$ cat config.mk
export PLATFORM = sky130hd
export DESIGN_NAME = load_store_unit
export DESIGN_NICKNAME = d
export VERILOG_FILES = /design/src/rtl/lsu_pkg.sv /design/src/rtl/lsu_lane_align.sv /design/src/rtl/load_store_unit.sv
export SDC_FILE = /design/constraint.sdc
export NUM_CORES = 1
export LEC_CHECK = 0
export BUFFER_PORTS_ARGS = -buffer_cell sky130_fd_sc_hd__buf_2
export CORE_UTILIZATION = 52
export DETAILED_ROUTE_END_ITERATION = 16
export MAX_ROUTING_LAYER = met4
export PLACE_DENSITY = 0.81
export SLEW_MARGIN = 20
export SYNTH_ARGS = -nofsm -noshare
export SYNTH_HDL_FRONTEND = slang
export SYNTH_HIERARCHICAL = 1
export SYNTH_SLANG_ARGS = --single-unit
$ cat constraint.sdc
create_clock -name clk -period 3.2 [get_ports clk]
set_input_delay 0.48 -clock clk [delete_from_list [all_inputs] [get_ports clk]]
set_output_delay 0.48 -clock clk [all_outputs]
set_load 0.01 [all_outputs]
$ cat src/rtl/lsu_pkg.sv
// Shared definitions for the load/store unit: access size encodings,
// FSM state type, word alignment mask and an alignment helper.
package lsu_pkg;

  localparam logic [1:0] SIZE_BYTE = 2'b00;
  localparam logic [1:0] SIZE_HALF = 2'b01;
  localparam logic [1:0] SIZE_WORD = 2'b10;  // 2'b11 is decoded as word too

  // Low address bits that must be zero for a word access.
  localparam logic [1:0] WORD_ALIGN_MASK = 2'b11;

  typedef enum logic [2:0] {
    IDLE,
    LOAD,
    RMW_READ,
    WRITE,
    RESP
  } lsu_state_t;

  // True when the access does not sit on its natural boundary.
  function automatic logic is_misaligned(input logic [1:0] size,
                                         input logic [1:0] addr_lo);
    case (size)
      SIZE_BYTE: is_misaligned = 1'b0;
      SIZE_HALF: is_misaligned = addr_lo[0];
      default:   is_misaligned = (addr_lo & WORD_ALIGN_MASK) != 2'b00;
    endcase
  endfunction

  // Word and the reserved encoding 2'b11 both move a full word.
  function automatic logic is_word(input logic [1:0] size);
    is_word = (size != SIZE_BYTE) && (size != SIZE_HALF);
  endfunction

endpackage

$ cat src/rtl/lsu_lane_align.sv
// Combinational byte-lane logic for the load/store unit (little-endian).
// load_data: selected lane of rdata, sign- or zero-extended.
// merge_data: rdata with the selected lane replaced by the low bits of wdata
// (for word accesses it is simply wdata). Only DATA_WIDTH = 32 is supported.
module lsu_lane_align
  import lsu_pkg::*;
#(
  parameter int DATA_WIDTH = 32
) (
  input  logic [1:0]            size,
  input  logic                  zero_ext,
  input  logic [1:0]            addr_lo,
  input  logic [DATA_WIDTH-1:0] rdata,
  input  logic [DATA_WIDTH-1:0] wdata,
  output logic [DATA_WIDTH-1:0] load_data,
  output logic [DATA_WIDTH-1:0] merge_data
);

  logic [7:0]  byte_lane;
  logic [15:0] half_lane;

  // Lane extract/extend for loads and lane merge for read-modify-write.
  // NOTE: every output of this block gets a default first so no path can
  // leave it unassigned and infer a latch.
  always_comb begin
    byte_lane  = rdata[{addr_lo, 3'b000} +: 8];
    half_lane  = addr_lo[1] ? rdata[31:16] : rdata[15:0];
    load_data  = rdata;
    merge_data = rdata;
    case (size)
      SIZE_BYTE: begin
        load_data = zero_ext ? {24'h0, byte_lane} : {{24{byte_lane[7]}}, byte_lane};
        merge_data[{addr_lo, 3'b000} +: 8] = wdata[7:0];
      end
      SIZE_HALF: begin
        load_data = zero_ext ? {16'h0, half_lane} : {{16{half_lane[15]}}, half_lane};
        merge_data[{addr_lo[1], 4'b0000} +: 16] = wdata[15:0];
      end
      default: begin
        load_data  = rdata;
        merge_data = wdata;
      end
    endcase
  end

endmodule

$ cat src/rtl/load_store_unit.sv
// Load/store unit: initiator side of the data-memory interface.
// One request at a time via valid/ready; sub-word stores use read-modify-write;
// misaligned requests return an error without touching memory.
// Optional feature macro: LSU_PERF_CNT_EN adds saturating load/store/error
// response counters.
module load_store_unit
  import lsu_pkg::*;
#(
  parameter int DATA_WIDTH = 32,
  parameter int ADDR_WIDTH = 32
) (
  input  logic                  clk,
  input  logic                  reset,
  input  logic                  req_valid,
  output logic                  req_ready,
  input  logic                  req_write,
  input  logic [1:0]            req_size,
  input  logic                  req_unsigned,
  input  logic [ADDR_WIDTH-1:0] req_addr,
  input  logic [DATA_WIDTH-1:0] req_wdata,
  output logic                  resp_valid,
  output logic [DATA_WIDTH-1:0] resp_rdata,
  output logic                  resp_error,
  output logic                  MemRead,
  output logic                  MemWrite,
  output logic [ADDR_WIDTH-1:0] Address,
  output logic [DATA_WIDTH-1:0] WriteData,
  input  logic [DATA_WIDTH-1:0] ReadData
`ifdef LSU_PERF_CNT_EN
  ,
  output logic [15:0]           load_count,
  output logic [15:0]           store_count,
  output logic [15:0]           error_count
`endif
);

  lsu_state_t            state_q, state_d;
  logic [ADDR_WIDTH-1:0] addr_q;
  logic [1:0]            size_q;
  logic                  write_q;
  logic                  unsigned_q;
  logic                  err_q;
  logic [DATA_WIDTH-1:0] word_q;   // store data, then the merged RMW word
  logic [DATA_WIDTH-1:0] rdata_q;  // extended load result

  logic [DATA_WIDTH-1:0] load_data;
  logic [DATA_WIDTH-1:0] merge_data;
  logic [ADDR_WIDTH-1:0] word_addr;
  logic                  accept;

  assign accept    = (state_q == IDLE) && req_valid;
  assign word_addr = {addr_q[ADDR_WIDTH-1:2], 2'b00};

  lsu_lane_align #(
    .DATA_WIDTH(DATA_WIDTH)
  ) u_lane_align (
    .size      (size_q),
    .zero_ext  (unsigned_q),
    .addr_lo   (addr_q[1:0]),
    .rdata     (ReadData),
    .wdata     (word_q),
    .load_data (load_data),
    .merge_data(merge_data)
  );

  // State register and captured request/datapath fields.
  // NOTE: sequential state uses non-blocking assignments so every register
  // samples the pre-edge values, independent of statement order.
  always_ff @(posedge clk) begin
    // NOTE: the datapath registers are reset too, so a dropped operation
    // leaves no stale address, data or error flag behind.
    if (reset) begin
      state_q    <= IDLE;
      addr_q     <= '0;
      size_q     <= SIZE_BYTE;
      write_q    <= 1'b0;
      unsigned_q <= 1'b0;
      err_q      <= 1'b0;
      word_q     <= '0;
      rdata_q    <= '0;
    end else begin
      state_q <= state_d;
      if (accept) begin
        addr_q     <= req_addr;
        size_q     <= req_size;
        write_q    <= req_write;
        unsigned_q <= req_unsigned;
        word_q     <= req_wdata;
        err_q      <= is_misaligned(req_size, req_addr[1:0]);
        rdata_q    <= '0;
      end
      if (state_q == LOAD) begin
        rdata_q <= load_data;
      end
      if (state_q == RMW_READ) begin
        word_q <= merge_data;
      end
    end
  end

  // Next-state decode and memory/response outputs for the current state.
  always_comb begin
    state_d    = state_q;
    req_ready  = 1'b0;
    resp_valid = 1'b0;
    resp_rdata = '0;
    resp_error = 1'b0;
    MemRead    = 1'b0;
    MemWrite   = 1'b0;
    Address    = '0;
    WriteData  = '0;
    case (state_q)
      IDLE: begin
        req_ready = 1'b1;
        if (req_valid) begin
          if (is_misaligned(req_size, req_addr[1:0])) state_d = RESP;
          else if (!req_write)                        state_d = LOAD;
          else if (is_word(req_size))                 state_d = WRITE;
          else                                        state_d = RMW_READ;
        end
      end
      LOAD: begin
        MemRead = 1'b1;
        Address = word_addr;
        state_d = RESP;
      end
      RMW_READ: begin
        MemRead = 1'b1;
        Address = word_addr;
        state_d = WRITE;
      end
      WRITE: begin
        MemWrite  = 1'b1;
        Address   = word_addr;
        WriteData = word_q;
        state_d   = RESP;
      end
      RESP: begin
        resp_valid = 1'b1;
        resp_rdata = rdata_q;
        resp_error = err_q;
        state_d    = IDLE;
      end
      default: state_d = IDLE;
    endcase
  end

`ifdef LSU_PERF_CNT_EN
  // Saturating per-kind response counters, bumped on each resp_valid.
  always_ff @(posedge clk) begin
    if (reset) begin
      load_count  <= '0;
      store_count <= '0;
      error_count <= '0;
    end else if (state_q == RESP) begin
      if (err_q) begin
        if (error_count != 16'hFFFF) error_count <= error_count + 16'd1;
      end else if (write_q) begin
        if (store_count != 16'hFFFF) store_count <= store_count + 16'd1;
      end else begin
        if (load_count != 16'hFFFF) load_count <= load_count + 16'd1;
      end
    end
  end
`endif

endmodule

==> impl_metrics.toml, run 1 <==
[critical_path]
worstSetupStartpointType = "flip-flop"
critPathKind = "flip-flop to output port"
rr_worst_depth = 4
end_kind = "output port"
crit_slowest_cell = "and3b_1"
crit_required_ps = 2720
cp_num_buf_inv = 1
arrival_ps = 2110
r2r_setup_slack_ps = 890
cp_max_fo = 33
crit_start = "state_q[0]"
reg2reg_to = "rdata_q[15]"
worstPathCellList = "and3b_1 -> and2_1 -> buf_2"
timing.rr.start = "size_q[1]"
critPathTopFamily = "simple AND/OR/NAND/NOR gates"
slowest_delay_ps = 760

[synth]
ys_seq_elements = 103
synth_cells = 825
ys_top_cells_by_area = "dfxtp_1 (32%), nand2_1 (11%), a22o_1 (9.7%)"
synthDistinctLibCells = 61
synth.avg_cell_area_um2 = 7.78
synth_flop_cell = "dfxtp_1"
synthesis.area_um2 = 6420
synth_edf_count = 0
yosysTopAreaCellShare = 0.321
yosys_warnings = 6
async_flop_share = 0
yosys.area.top_type = "dfxtp_1"
yosysSeqAreaShare = 0.321

[timing]
max_slew_margin = 0.430
skew_ps = 8.74
worstMarginPinSlew_ps = 855
setup_tns_ps = 0
slew_violations = 0
rsz0062_at_grt = "false"
setup_ws_ps = 614
hold_violations = 0
period_minus_slack_ps = 2590
finalCritPeriodShare = 0.808
max_freq_ghz = 0.387
setup_violations = 0

[min_path]
worstHoldEndpoint = "addr_q[19]"
hold_depth = 3
hold_start = "req_addr[19]"
hp-class = "input pin to flip-flop"

[floorplanning]
rows = 40
core_um2 = 12000
ios = 204
initial_core_util = 0.534
die_w_um = 113
die_area_um2 = 12800
fp.dieH_um = 113

[placed_design]
gp_congestion = 1.00
place_ws_ps = 946
io_buffers = 201
dpl.hpwl_mm = 14.0

[global_route]
grt_first_pass_wirelength_mm = 30.5
grtUsageTotal = 0.314
grt_max_degree = 68
grt_overflow_total = 0
first_global_vias = 5812
antenna_found_initial = 0

[cts]
cts_tree = "yes"
cts_resized = 0
post_cts_buffers = 0
clockRootBuffer = "clkbuf_16"
clk_pin_slew_ps = 80
insertion_delay_ps = 360
clkSinkCount = 103
cts-buffers-inserted = 9
cts_hold_buf = 0
h-tree-depth = 3
cts_buffer_depth = 2

[route]
via_per_inst = 5.93
drt_first_pass_iters = 5
num_vias = 6700
wl_met3_mm = 1.91
wl_met2_mm = 8.78
drc = 0
antenna_left = 0
wl_per_cell_um = 17.4
drt-met1-wl_mm = 8.44
highest_layer = "met4"
drt-initial-drc-count = 594
finalWirelength_mm = 19.7

[status]
outcome = "finished clean"

[finish]
synthToLayoutAreaGrowth_pct = 18.9
finalCoreUtilization = 0.636
final_common_cell = "buf_2"
drive_above_1_share = 0.260
nNetsFinal = 1085
diodes = 0
final_cell_mix = "buf_2 (201), nand2_1 (190), dfxtp_1 (101), and2_1 (72), a22o_1 (71)"
n_fill_cell = 1083

[pwr]
power_per_cell_area_nw_per_um2 = 446
p_leak_uw = 0.00359
ir_drop_v = 0.000392

[flow_run]
drv_cap = 0
-- cell usage after synthesis, types with 5 or more instances --
| library cell | n |
|---|---|
| and2_1 | 72 |
| buf_6 | 8 |
| dfxtp_1 | 103 |
| and3_1 | 33 |
| o221ai_1 | 7 |
| nand4b_1 | 9 |
| ha_1 | 5 |
| a31oi_1 | 8 |
| a22o_1 | 71 |
| buf_4 | 8 |
| nand2b_1 | 9 |
| a21o_1 | 7 |
| a21oi_2 | 6 |
| nand3_1 | 9 |
| clkbuf_1 | 27 |
| mux2i_1 | 25 |
| buf_2 | 32 |
| nand2_1 | 190 |
| o2111ai_1 | 14 |
| a221o_1 | 7 |
| inv_1 | 12 |
| o21ai_0 | 64 |
| a21oi_1 | 33 |
| nor2_1 | 13 |
| o211ai_1 | 8 |
-- area by class of cell --
cell class                      count  area [um^2]  area share
Clock inverter                      6         62.6     0.00820
Tap cell                          147          184      0.0241
Timing Repair Buffer              217         1130       0.148
Sequential cell                   103         2060       0.270
Multi-Input combinational cell    633         3910       0.512
Clock buffer                       10          239      0.0313
Inverter                           13         48.8     0.00639
-- state kept, by name, summed over array words and instances (netlist names) --
register / cells
unsigned_q: 1
word_q: 32
size_q: 2
addr_q: 32
rdata_q: 32
err_q: 1
state_q: 3
-- cell families after synthesis --
logic type               Yosys count  share of synthesized area
XOR/XNOR                           1                    0.00136
flip-flops                       103                      0.321
multiplexers                      27                     0.0442
adder cells (fa/ha/maj)            5                    0.00974
other                              1                   0.000584
buffers and inverters             90                     0.0729
AO/OA/AOI/OAI                    237                      0.261
AND/OR/NAND/NOR                  361                      0.289
-- tightest hold or removal path: stages --
cell     delay (ps)
buf_2            90
nand2_1          40
a21oi_1          50
-- through the flow --
stage	hold WS [ps]	total power (uW)	cells	instance area, um^2
floorplan	432	2060	826	6420
global placement	437	2300	1113	7330
detailed placement	442	2300	1113	7330
CTS	338	3400	1129	7630
global route	342	3560	1129	7630
finish	345	3400	1129	7630
-- where the power goes --
part	internal [uW]	switching (uW)	leakage, uW
Clock	570	537	0.000148
Sequential	1380	106	0.000843
Combinational	324	487	0.00260
-- worst max-delay path by stage --
stage,depth (start not counted),to
finish,3,WriteData[5]
global route,3,WriteData[5]
CTS,3,WriteData[0]
detailed placement,8,word_q[5]
global placement,3,WriteData[5]
floorplan,11,word_q[4]
-- routing by layer --
| metal | vias up | GRT usage |
|---|---|---|
| li1 | 3217 | - |
| met1 | 3107 | 0.410 |
| met2 | 330 | 0.464 |
| met3 | 46 | 0.0830 |
| met4 | 0 | 0.118 |
| met5 | - | - |
Power figures use the tool's default switching activity.
==> run 2, diff against run 1 <==
CORE_UTILIZATION = 47   (was 52)
PLACE_DENSITY = 0.78   (was 0.81)
clock period = 2.3 ns   (was 3.2 ns; I/O delays follow)
==> run 2 against run 1 <==
Combinational power up 43%. Sequential share of layout area down 0.33 points. Die area up 10%. Setup slack worse by 400 ps. Routed wire length up 1.8%. Cell count up 3.1%. Count of clock-buffer cells in the layout unchanged. Global-route usage down 2.6 points. Utilization down 5.4 points. Critical endpoint is now word_q[19]. Largest cell class unchanged.
==> impl_metrics.toml, run 2 (synthesis results as in run 1) <==
[finish]
final_common_cell = "buf_2"
synthToLayoutAreaGrowth_pct = 20.5
top_regs = "addr_q (32), rdata_q (32), word_q (32)"
final_cell_mix = "buf_2 (201), nand2_1 (190), dfxtp_1 (100), and2_1 (72), a22o_1 (71)"
diodes = 0
nNetsFinal = 1091
final_area_um2 = 7730
drive_above_1_share = 0.265

[pwr]
power_per_cell_area_nw_per_um2 = 614
ir_drop_v = 0.000516
p_leak_uw = 0.00363

[critical_path]
worstSetupStartpointType = "flip-flop"
cp_max_fo = 26
critPathKind = "flip-flop to flip-flop"
worstPathCellList = "buf_4 -> ha_1 -> nand3b_1 -> nor4_4 -> a221o_1 -> nand2_1 -> o21ai_0 -> a22o_1"
arrival_ps = 2390
r2r_setup_slack_ps = 220
end_kind = "flip-flop"
slowest_delay_ps = 390
crit_slowest_cell = "nor4_4"
crit_required_ps = 2600

[cts]
h-tree-depth = 3
post_cts_buffers = 0
clockRootBuffer = "clkbuf_16"
cts-buffers-inserted = 9
cts_buffer_depth = 2
clk_pin_slew_ps = 80
cts_tree = "yes"
clkSinkCount = 103
insertion_delay_ps = 360
cts_hold_buf = 0

[placed_design]
place_ws_ps = 271
dpl.hpwl_mm = 14.6
io_buffers = 201
gp_congestion = 1.00
dpl_cell_area_um2 = 7440

[global_route]
busiest_layer = "met2"
grt_max_degree = 67
grt_use_met2 = 0.431
grt_use_met3 = 0.0556
first_global_vias = 5978
grt_overflow_total = 0
grt_first_pass_wirelength_mm = 31.1
antenna_found_initial = 0
grt_use_met1 = 0.385
grtUsageTotal = 0.288

[floorplanning]
rows = 42
die_w_um = 119
core_um2 = 13300
initial_core_util = 0.483
die_area_um2 = 14100
ios = 204
fp.dieH_um = 119

[timing]
finalCritPeriodShare = 0.906
setup_ws_ps = 216
max_slew_margin = 0.611
skew_ps = 9.47
setup_violations = 0
worstMarginPinSlew_ps = 581
hold_violations = 0
rsz0062_at_grt = "false"
setup_tns_ps = 0
period_minus_slack_ps = 2080
slew_violations = 0
max_freq_ghz = 0.480

[route]
finalWirelength_mm = 20.0
drt_first_pass_iters = 6
num_vias = 6786
antenna_left = 0
via_per_inst = 5.83
drt-initial-drc-count = 734
drc = 0
wl_per_cell_um = 17.2

[status]
outcome = "finished clean"

[flow_run]
drv_cap = 0

[min_path]
hp-class = "input pin to flip-flop"
[run 2: changes by cell type in the layout (fill, tap and decap cells not counted)]
cell	before	now
buf_12	0	2
buf_4	16	20
inv_6	2	5
clkinv_8	1	0
dfxtp_2	2	3
clkinv_4	2	0
dfxtp_1	101	100
[run 2: critical path: cells and delay by family, from the launching register on]
kind | cells | cell delay [ps]
buffers and inverters | 1 | 350
flip-flops | 1 | 330
AO/OA/AOI/OAI | 3 | 490
adder cells (fa/ha/maj) | 1 | 280
AND/OR/NAND/NOR | 3 | 570
[run 2: power breakdown]
group	internal [uW]	switching, uW
Sequential	1920	143
Clock	792	739
Combinational	468	690
[run 2: layout make-up]
class	instances	area (um^2)
fill	1269	5560
multi-input combinational	633	3910
sequential	103	2070
timing repair buffer	223	1200
clock buffer	10	239
tap	176	220
clock inverter	6	55.1
inverter	13	48.8
[run 2: stage by stage]
stage	utilization	power [uW]	hold slack (ps)	cells
after global placement	0.559	3220	437	1148
after floorplan	-	2870	432	826
final	0.582	4750	212	1164
after detailed placement	0.559	3230	442	1148
after global routing	0.582	4960	213	1164
after CTS	0.582	4750	206	1164
[run 2: repair_timing]
action | 4_1_cts | 5_1_grt
hold endpoints to repair | 0 | 0
setup endpoints to repair | 0 | 13
gates resized for setup | 0 | 1
[run 2: worst paths after layout]
check                    from    endpoint  depth (start not counted)
hold reg to reg    addr_q[24]  addr_q[24]                          2
hold / removal    req_addr[7]   addr_q[7]                          3
setup / recovery    addr_q[1]  word_q[19]                          8
setup reg to reg    addr_q[1]  word_q[19]                          8
[run 2: routing by layer]
| metal | up-vias | share of wire |
|---|---|---|
| met1 | 3139 | 0.43 |
| met5 | - | 0 |
| li1 | 3234 | - |
| met3 | 49 | 0.089 |
| met4 | 0 | 0.028 |
| met2 | 364 | 0.46 |
==> run 3, diff against run 2 <==
CELL_PAD_IN_SITES_DETAIL_PLACEMENT = 1   (was unset)
CELL_PAD_IN_SITES_GLOBAL_PLACEMENT = 2   (was unset)
CORE_UTILIZATION = 26   (was 47)
PLACE_DENSITY = unset   (was 0.78)
PLACE_DENSITY_LB_ADDON = 0.1   (was unset)
==> run 3 against run 2 <==
Flip-flop and latch count unchanged. Maximum frequency down 0.13%. Global-route usage down 7.8 points. Sequential share of layout area down 0.86 points. Clock power up 3%. Highest routed layer unchanged. Critical path depth up 1. Register-to-register slack about the same. Via count down 2.1%. Power up 2.9%. Utilization down 25 points.
==> impl_metrics.toml, run 3 (synthesis results as in run 1) <==
[flow_run]
drv_cap = 0

[floorplanning]
die_w_um = 159
fp.dieH_um = 159
initial_core_util = 0.265
die_area_um2 = 25300
core_um2 = 24200
rows = 57
ios = 204

[timing]
slew_violations = 0
period_minus_slack_ps = 2090
skew_ps = 9.85
rsz0062_at_grt = "false"
finalCritPeriodShare = 0.907
worstMarginPinSlew_ps = 614
setup_ws_ps = 214
max_slew_margin = 0.590
hold_violations = 0
setup_violations = 0
setup_tns_ps = 0
max_freq_ghz = 0.479

[finish]
final_cell_mix = "buf_2 (201), nand2_1 (190), dfxtp_1 (100), and2_1 (72), a22o_1 (71)"
nNetsFinal = 1102
n_fill_cell = 3054
seq_area_um2 = 2070
final_area_um2 = 7990
drive_above_1_share = 0.274
multi_input_area_um2 = 3910
final_common_cell = "buf_2"
synthToLayoutAreaGrowth_pct = 24.5
finalCoreUtilization = 0.330
top_regs = "addr_q (32), rdata_q (32), word_q (32)"

[route]
wl_per_cell_um = 19.7
drt-initial-drc-count = 369
drc = 0
drt_first_pass_iters = 5
finalWirelength_mm = 26.1
num_vias = 6644
antenna_left = 0
via_per_inst = 5.02

[global_route]
antenna_found_initial = 1
grt_max_degree = 65
grt_overflow_total = 0
grtUsageTotal = 0.210
first_global_vias = 6407
grt_first_pass_wirelength_mm = 40.1

[placed_design]
dpl.hpwl_mm = 19.1
dpl_cell_area_um2 = 7690
io_buffers = 201
gp_congestion = 0.818
place_ws_ps = 182

[cts]
h-tree-depth = 3
clkSinkCount = 103
insertion_delay_ps = 360
cts_hold_buf = 0
cts_buffer_depth = 2
cts-buffers-inserted = 9
cts_tree = "yes"
clk_pin_slew_ps = 80
clockRootBuffer = "clkbuf_16"

[critical_path]
end_kind = "flip-flop"
worstSetupStartpointType = "flip-flop"
crit_required_ps = 2610
critPathKind = "flip-flop to flip-flop"
arrival_ps = 2400
cp_max_fo = 26

[pwr]
p_leak_uw = 0.00368
ir_drop_v = 0.000367
power_per_cell_area_nw_per_um2 = 611
power.internal_uw = 3190
pwr-share-seq = 0.422
p_sw_uw = 1700
p_comb_frac = 0.254
power.share.clock = 0.324
p_sw_frac = 0.348
p_total_uw = 4880

[status]
outcome = "finished clean"

[min_path]
hp-class = "input pin to flip-flop"
-- run 3: cell type report --
| type | count | area share |
|---|---|---|
| sequential | 103 | 0.259 |
| antenna | 1 | 0.000313 |
| timing repair buffer | 234 | 0.158 |
| clock inverter | 6 | 0.00642 |
| tap | 324 | 0.0507 |
| clock buffer | 10 | 0.0299 |
| multi-input combinational | 633 | 0.490 |
| inverter | 13 | 0.00611 |
-- run 3: final timing paths --
check	depth (start not counted)	endpoint	slack, ps	start
setup reg to reg	9	word_q[19]	210	addr_q[1]
setup / recovery	9	word_q[19]	210	addr_q[1]
hold / removal	3	addr_q[26]	210	req_addr[26]
hold reg to reg	2	addr_q[8]	450	addr_q[8]
-- run 3: power groups by stage --
stage	combinational (uW)	sequential (uW)	clock (uW)
2_1_floorplan	842	2020	0
3_3_place_gp	1240	2100	0
3_5_place_dp	1250	2100	0
4_1_cts	1250	2060	1650
5_1_grt	1370	2080	1700
6_report	1240	2060	1580
-- run 3: layer usage --
| layer | share of wire | vias up | routed length (um) | GRT usage |
|---|---|---|---|---|
| met5 | 0 | - | 0 | - |
| met4 | 0.0074 | 0 | 194 | 0.0380 |
| met3 | 0.045 | 17 | 1190 | 0.0357 |
| met2 | 0.43 | 171 | 11100 | 0.302 |
| met1 | 0.52 | 3194 | 13600 | 0.308 |
| li1 | - | 3262 | - | - |
-- run 3: worst max-delay path, cell delays in order (launching register included) --
cell and delay [ps]:
dfxtp_1 340, buf_4 370, ha_1 290, nand3b_1 140
nor4_4 220, buf_4 210, a221o_1 170, nand2_1 50
o21ai_0 100, a22o_1 140
-- run 3: what timing repair did --
action                     4_1_cts  5_1_grt
resized for setup                0        1
setup endpoints to repair        0       63
setup buffers                    0        1
-- run 3: through the flow --
stage               cells  hold WS, ps
finish               1324          210
global route         1324          201
CTS                  1322          195
detailed placement   1306          444
global placement     1306          439
floorplan             826          432
